## src/rtl/aes_vector_sequencer.sv

```systemverilog
// Replays stored plaintext/key pairs to an AES core at a fixed cadence and
// fires a scope trigger for every vector the core accepts.
//
// state    | meaning
// ---------+-------------------------------------------------------------
// ST_IDLE  | no run active; vector memory writable; start accepted here
// ST_WAIT  | counting PERIOD cycles before presenting the next vector
// ST_ISSUE | vector presented with vec_valid high, waiting for vec_ready
module aes_vector_sequencer #(
   parameter int DATA_W   = 128,
   parameter int KEY_W    = 128,
   parameter int DEPTH    = 8,
   parameter int PERIOD   = 400,
   parameter int TRIG_LEN = 4,
   localparam int IDX_W   = $clog2(DEPTH)
) (
   input  logic              clk,
   input  logic              reset,
   input  logic              start,
   input  logic              stop,
   input  logic              loop_mode,
   input  logic [IDX_W:0]    num_vec,
   input  logic              wr_en,
   input  logic [IDX_W-1:0]  wr_addr,
   input  logic [DATA_W-1:0] wr_data,
   input  logic [KEY_W-1:0]  wr_key,
   output logic [DATA_W-1:0] data_out,
   output logic [KEY_W-1:0]  key_out,
   output logic              vec_valid,
   input  logic              vec_ready,
   output logic              trig,
   output logic              busy,
   output logic              done,
   output logic [31:0]       issued_cnt
);

   localparam int NV_W  = IDX_W + 1;
   localparam int CNT_W = (PERIOD > 1) ? $clog2(PERIOD) : 1;
   localparam int TL_W  = $clog2(TRIG_LEN + 1);

   typedef enum logic [1:0] {
      ST_IDLE  = 2'd0,
      ST_WAIT  = 2'd1,
      ST_ISSUE = 2'd2
   } state_t;

   state_t                    state_q, state_d;
   logic [DATA_W+KEY_W-1:0]   mem [DEPTH];
   logic [NV_W-1:0]           num_vec_q;
   logic                      loop_q;
   logic [IDX_W-1:0]          idx_q;
   logic [CNT_W-1:0]          cnt_q;
   logic [TL_W-1:0]           trig_cnt;
   logic                      start_ok;
   logic                      last_vec;
   logic                      accept;
   logic                      load_vec;
   logic                      hs;
   logic                      finish;

   assign start_ok = start && (num_vec != '0) && (num_vec <= NV_W'(DEPTH));
   assign last_vec = ({1'b0, idx_q} == (num_vec_q - NV_W'(1)));
   assign busy     = (state_q != ST_IDLE);

   always_ff @(posedge clk or negedge reset) begin
      if (!reset) begin
         state_q <= ST_IDLE;
      end else begin
         state_q <= state_d;
      end
   end

   always_comb begin
      state_d  = state_q;
      accept   = 1'b0;
      load_vec = 1'b0;
      hs       = 1'b0;
      finish   = 1'b0;
      case (state_q)
         ST_IDLE: begin
            if (start_ok) begin
               accept  = 1'b1;
               state_d = ST_WAIT;
            end
         end
         ST_WAIT: begin
            if (stop) begin
               state_d = ST_IDLE;
            end else if (cnt_q == CNT_W'(PERIOD - 1)) begin
               load_vec = 1'b1;
               state_d  = ST_ISSUE;
            end
         end
         ST_ISSUE: begin
            // stop takes priority over a handshake in the same cycle
            if (stop) begin
               state_d = ST_IDLE;
            end else if (vec_valid && vec_ready) begin
               hs = 1'b1;
               if (last_vec && !loop_q) begin
                  finish  = 1'b1;
                  state_d = ST_IDLE;
               end else begin
                  state_d = ST_WAIT;
               end
            end
         end
         default: state_d = ST_IDLE;
      endcase
   end

   // Vector memory has no reset so its contents survive an aborted run.
   always_ff @(posedge clk) begin
      if (wr_en && (state_q == ST_IDLE)) begin
         mem[wr_addr] <= {wr_data, wr_key};
      end
   end

   always_ff @(posedge clk or negedge reset) begin
      if (!reset) begin
         num_vec_q  <= '0;
         loop_q     <= 1'b0;
         idx_q      <= '0;
         cnt_q      <= '0;
         data_out   <= '0;
         key_out    <= '0;
         vec_valid  <= 1'b0;
         issued_cnt <= '0;
         done       <= 1'b0;
         trig       <= 1'b0;
         trig_cnt   <= '0;
      end else begin
         done <= finish;
         if (accept) begin
            num_vec_q <= num_vec;
            loop_q    <= loop_mode;
            idx_q     <= '0;
            cnt_q     <= '0;
         end
         if ((state_q == ST_WAIT) && !stop) begin
            cnt_q <= load_vec ? '0 : cnt_q + CNT_W'(1);
         end
         if (load_vec) begin
            {data_out, key_out} <= mem[idx_q];
            vec_valid           <= 1'b1;
         end
         if (hs) begin
            vec_valid  <= 1'b0;
            issued_cnt <= issued_cnt + 32'd1;
            idx_q      <= last_vec ? '0 : idx_q + IDX_W'(1);
         end
         if (stop && (state_q != ST_IDLE)) begin
            vec_valid <= 1'b0;
         end
         // Trigger runs on its own so a pulse always completes its full width.
         if (hs) begin
            trig     <= 1'b1;
            trig_cnt <= TL_W'(TRIG_LEN - 1);
         end else if (trig_cnt != '0) begin
            trig_cnt <= trig_cnt - TL_W'(1);
         end else begin
            trig <= 1'b0;
         end
      end
   end

endmodule

```

## config.mk

```make
export PLATFORM = sky130hd
export DESIGN_NAME = aes_vector_sequencer
export DESIGN_NICKNAME = d
export VERILOG_FILES = /design/src/rtl/aes_vector_sequencer.sv
export SDC_FILE = /design/constraint.sdc
export NUM_CORES = 2
export LEC_CHECK = 0
export BUFFER_PORTS_ARGS = -buffer_cell sky130_fd_sc_hd__buf_2
export CAP_MARGIN = 20
export CELL_PAD_IN_SITES_DETAIL_PLACEMENT = 1
export CELL_PAD_IN_SITES_GLOBAL_PLACEMENT = 1
export CORE_UTILIZATION = 45
export CTS_CLUSTER_SIZE = 12
export DETAILED_ROUTE_END_ITERATION = 8
export GPL_TIMING_DRIVEN = 0
export HOLD_SLACK_MARGIN = 0.02
export PLACE_DENSITY = 0.72
export SYNTH_ARGS = -nofsm -noshare
export SYNTH_HDL_FRONTEND = slang
export SYNTH_SLANG_ARGS = --single-unit
export TNS_END_PERCENT = 50
```

## constraint.sdc

```tcl
create_clock -name clk -period 18.15 [get_ports clk]
set_input_delay 0.9075 -clock clk [delete_from_list [all_inputs] [get_ports clk]]
set_output_delay 0.9075 -clock clk [all_outputs]
set_load 0.03 [all_outputs]
```

Word-level counts from Yosys, hierarchy flattened. Memory sizes are Yosys's and may differ from the RTL's. A register that Yosys moved wholly into a read port is not among the register bits. Index checks and enable logic that the tools add are counted. W data, S select, Z words.

Register bits: 57. RAM bits: 2048. Bits of input ports: 270. Word-level logic and storage cells: 78. Memories: 1.

Add/sub/neg operators: 5. Order comparisons: 1. Eq/ne operators: 8. Multiplexer cells: 34. Reduce and logical (&&, ||, !) cells: 19.

Memory list: mem (depth 8, bits a word 256, read ports 1, clocked after Yosys merged registers in 1, write ports 1, RTL line 48) `logic [DATA_W+KEY_W-1:0] mem [DEPTH];`.

Operators with widths (count): $add A32 B1 Y32 const B (1); $mux W9 (3); $mux W1 (20); $mux W3 (5); $mux W2 (5); $add A9 B1 Y9 const B (1); $eq A9 B9 Y1 const B (1); $reduce_bool A2 Y1 (4); $logic_and A1 B1 Y1 (7); $ne A3 B3 Y1 const B (2); $pmux W2 S3 (1); $reduce_bool A3 Y1 (2); $eq A3 B4 Y1 (1); $le A4 B4 Y1 const B (1); $ne A2 B2 Y1 const B (2); $reduce_bool A4 Y1 (1); $sub A4 B1 Y4 const B (1); $add A3 B1 Y3 const B (1); $logic_not A1 Y1 (3); $reduce_and A3 Y1 (1); $sub A3 B1 Y3 const B (1); $eq A2 B1 Y1 const B (1); $eq A2 B2 Y1 const B (1); $logic_not A2 Y1 (1).

Logic depth before layout (Yosys ltp).
Word-level depth: 7. Gate-level depth with buffers: 9. Depth with buffers taken out: 6.

Worst setup path after synthesis. Ideal clock, no wire load.

Kind: input to register. Start point: in wr_addr[2]. End point: mem mem[0][0] (netlist bit) (enable). Library setup time: 1190 ps. Arrival time: 18480 ps. Required time: 16960 ps. Setup slack: -1521 ps. Stages: 1. Buffers on the path: 0. Cell sequence: nor3_1.

RTL lines: from (decl) (RTL line 24) `input logic [IDX_W-1:0] wr_addr,`; to (decl) (RTL line 48).

No word-level cell before the write port.

Final worst setup path.
Start point: reg state_q[1]. End point: mem mem[4][176] (netlist bit) (enable).

Longest elaborated chain between the ends: 4.

Ends and longest elaborated chain: from (decl) (RTL line 47) `state_t state_q, state_d;`; from (signal assigned) (RTL line 69) `state_q <= state_d;`; $logic_not A2 Y1 (RTL line 114) `if (wr_en && (state_q == ST_IDLE)) begin`; $logic_and A1 B1 Y1 (RTL line 114); $mux W1 (RTL line 114); $mux W1 (not written as such) (RTL line 115) `mem[wr_addr] <= {wr_data, wr_key};`.

No other way between the ends.

==> impl_summary.txt <==
----------------------------------------------------
[Outcome]
  Status ... finished, violations left
  Failing checks ... DRC

[Critical path]
  Worst-path fanout max ... 24
  Sort of element at the end of the critical path ... flip-flop
  Crit Path Class ... flip-flop to flip-flop
  Arr. time, crit path ... about 4.2 ns
  CP dominant cell by count ... buf_12
  Bufs and invs on worst path ... 6
  Ordered list of cells on the worst path ... buf_6 -> nor2_1 -> nand3b_1 -> nor2_4 -> buf_12 -> buf_12 -> buf_12 -> buf_16 -> buf_12
  Required time at the endpoint of the critical path ... 18.71 ns
  Cell family contributing the most delay on the critical path ... simple AND/OR/NAND/NOR gates
  Critical Path Source Type ... flip-flop
  Slowest cell on the critical path ... nor2_4
  Longest individual stage delay on the worst path ... between 0.8 and 0.9 ns

[Global routing]
  Routing usage on met2 ... approximately 40%
  Most heavily used metal layer in global routing ... met2
  Global-route wire length before repair ... 340200 um
  Initial antenna violation count ... between 100 and 150
  Global routing met1 resource utilization ... a little under a third
  Overall overflow remaining after global route ... 0
  Overall Global Routing Usage ... between 20% and 30%
  Fraction of met3 tracks used by global routing ... ~3.7%
  Pin count of the biggest net entering global routing ... 99
  Vias in the first global route ... about 47000

[Timing]
  Final Hold Vio Count ... 0
  Maximum frequency from static timing analysis ... 276.3 MHz
  Setup repair after global routing missed its margin ... false
  Fraction of the cycle the final worst path needs ... 19.94%
  Slew of the pin with the lowest slew margin ... 1.248 ns
  Relative max-transition margin ... 16.82%
  Setup violation total in the final timing report ... 0
  Setup Total Neg Slack ... 0 ns
  Hold slack ... around 0.28 ns
  Worst clock skew ... approximately 0.043 ns
  Time the worst path needs with I/O delays and setup ... about 3.6 ns
  Final slew viol count ... 0

[Synthesis]
  Most area-hungry cell type in the Yosys netlist ... edfxtp_1
  Area contributors post-synth ... edfxtp_1 70%, mux4_2 13%, dfrtp_1 8.9%
  Cell area after synthesis ... 88190 um^2
  Predominant post-synthesis flop cell ... edfxtp_1
  Post-synthesis area per instance ... ~22 um^2
  Post-synthesis register bit count ... 2361
  Number of synthesized flops with an enable pin ... about 2000
  Seq/Total Area, Yosys ... approximately 79%
  Unique masters post-synth ... 56
  Most repeated cell in the gate-level netlist after synthesis ... edfxtp_1
  Top-area cell type share of the netlist area ... roughly 70%
  Syn. warnings ... 0
  Number of instances in the synthesized netlist ... just over 4000
  Synth async-reset ratio ... a little over an eighth
  Post-synthesis net count ... ~4300
  Top cells by instance count after synthesis ... 2048 x edfxtp_1, 512 x mux4_2, 313 x dfrtp_1

[Route]
  Via count ... 44560
  Starting DRT DRC Count ... 3687
  Total routed wirelength ... 239500 um
  Post-detailed-route via-to-cell ratio ... ~5.6
  Antenna Nets Post-Route ... 0
  Remaining routing DRC violations ... 3
  Detailed-route wire length per cell ... ~30 um
  Total iterations of the first detailed-routing run ... 9

[Clock network]
  CTS tree ... built
  PostCTS Resize Cnt ... 0
  Clock buffer count from CTS ... 240
  Clock net sink count ... 2361
  Insertion delay to the later sink of the worst-skew pair ... ~0.88 ns
  CTS Root Buffer Type ... clkbuf_16
  Clock transition at the register clock pins on the worst setup and hold paths after CTS ... 0.06 ns
  Maximum number of buffers from clock root to sink ... 3
  Number of H-tree levels ... 4

[Power]
  Leakage power summed over all cells ... ~0.035 uW
  Sum of internal, switching and leakage power ... about 11000 uW
  Peak ir drop on the vdd network ... between 0.00007 and 0.00008 V
  Power density relative to cell area ... between 100 and 150 nW/um^2

[Floorplan]
  Horiz. Die Dim ... ~440 um
  FP Rows ... ~160
  Number of top-level pins ... between 500 and 600
  Floorplan die height ... 444.7 um
  Die area ... between 150000 and 200000 um^2
  Initial standard-cell utilization of the core ... between 40% and 50%
  Area of the core region ... a little under 200000 um^2

[Placed design]
  PortBufs ... roughly 560
  Detail Placement HPWL ... roughly 160000 um
  Total cell area at the placement stage ... 97090 um^2
  Routability-driven placement congestion ratio ... around 0.76
  Total placed cells including tap cells ... approximately 7400

[Layout]
  Fin area ... 105000 um^2
  Proportion of layout cells with a drive suffix above 1 ... about 33%
  Area of combinational cells with multiple inputs ... about 18000 um^2
  Fill cells ... 17240
  Total area of sequential cells ... a little under 70000 um^2
  Final net count ... about 5300
  Post-route non-filler standard cell count ... slightly below 8000
  Area added between synthesis and finish ... 19.00%

[Worst hold path]
  Min-Delay Path Class ... primary input to flip-flop

[Flow run]
  Max_cap viols ... 0

----------------------------------------------------
-- worst paths after layout --
path | start | to | slack [ns] | depth (start not counted)
max | state_q[1] | mem[4][176] | 14.53 | 9
min | num_vec[2] | num_vec_q[3] | 0.28 | 2
max reg2reg | state_q[1] | mem[4][176] | 14.53 | 9
min reg2reg | issued_cnt[31] | issued_cnt[31] | 0.47 | 1
max in group asynchronous | reset | data_out[13] | 16.07 | 5
min in group asynchronous | reset | data_out[105] | 0.52 | 2
-- area by class of cell --
cell class              instances  area share (%)
well taps                    2624           3.128
clock inverters                66          0.6807
clock buffers                 388           6.665
flip-flops and latches       2361           66.06
diodes                         56          0.1335
plain buffers                 206           1.040
inverters                      11         0.04173
multi-input cells            1480           16.95
repair buffers                706           5.299
-- state kept, by name, summed over array words and instances (netlist names) --
register / cells
loop_q: 1
state_q: 2
cnt_q: 9
mem: 2048
trig: 1
issued_cnt: 32
trig_cnt: 3
done: 1
key_out: 128
vec_valid: 1
data_out: 128
idx_q: 3
num_vec_q: 4
-- worst register-to-register path, cell delays in order, from the launching register on --
cell and delay, ns:
dfrtp_1 0.37, buf_6 0.15, nor2_1 0.27, nand3b_1 0.38, nor2_4 0.81, buf_12 0.29, buf_12 0.27, buf_12 0.26
buf_16 0.23, buf_12 0.24
-- cells in the final DEF, fill, tap and decap left out, types with 5 or more instances in the layout --
cell	instances
edfxtp_1	2048
buf_2	657
mux4_2	512
dfrtp_1	313
nand2_1	284
o21ai_0	264
mux2i_1	258
clkbuf_16	243
clkbuf_1	172
buf_12	67
diode_2	56
buf_6	48
clkbuf_8	37
xnor2_1	30
clkinv_2	30
buf_16	30
buf_4	21
nand3_1	21
buf_8	14
nand4_1	12
nor2_1	11
inv_1	10
clkinv_1	10
buf_1	9
nor3_1	8
bufinv_16	8
a21oi_1	7
nor2_4	6
and3_1	6
xor2_1	6
ha_1	6
mux2_2	5
-- where the power goes --
part           leakage (uW)  internal, uW  switching (uW)
clock               0.00375          2750            2070
sequential           0.0229          6100            46.8
combinational       0.00874           170             300
total                0.0353          9020            2420
-- metrics by stage --
step / setup slack, ns / util (%)
after floorplan: -1.521 / -
after global placement: -22.29 / 48.41
after detailed placement: 14.25 / 49.84
after CTS: 14.48 / 53.81
after global routing: 14.35 / 53.86
final: 14.53 / 53.88
-- cell families (layout without fill, tap and decap cells) --
logic type	Yosys count	after routing	synth area share (%)
buffers and inverters	217	1377	1.287
multiplexers	775	775	16.07
XOR/XNOR	37	37	0.3845
adder cells (fa/ha/maj)	6	6	0.08512
AO/OA/AOI/OAI	288	288	1.711
AND/OR/NAND/NOR	374	374	1.854
other	0	56	0
flip-flops	2361	2361	78.61
-- layer usage --
| metal | vias to the layer above | part of all wire [%] |
|---|---|---|
| met5 | - | 0.074 |
| met4 | 28 | 5.1 |
| met3 | 483 | 4.8 |
| met2 | 1482 | 50 |
| met1 | 24010 | 40 |
| li1 | 18560 | - |
-- what timing repair did --
action | 4_1_cts | 5_1_grt
hold endpoints to repair | 45 | 0
setup endpoints to repair | 0 | 0
hold buffers | 1 | 0
buffers inserted | 0 | 0
Note: power is estimated with default switching activity, not from simulation.
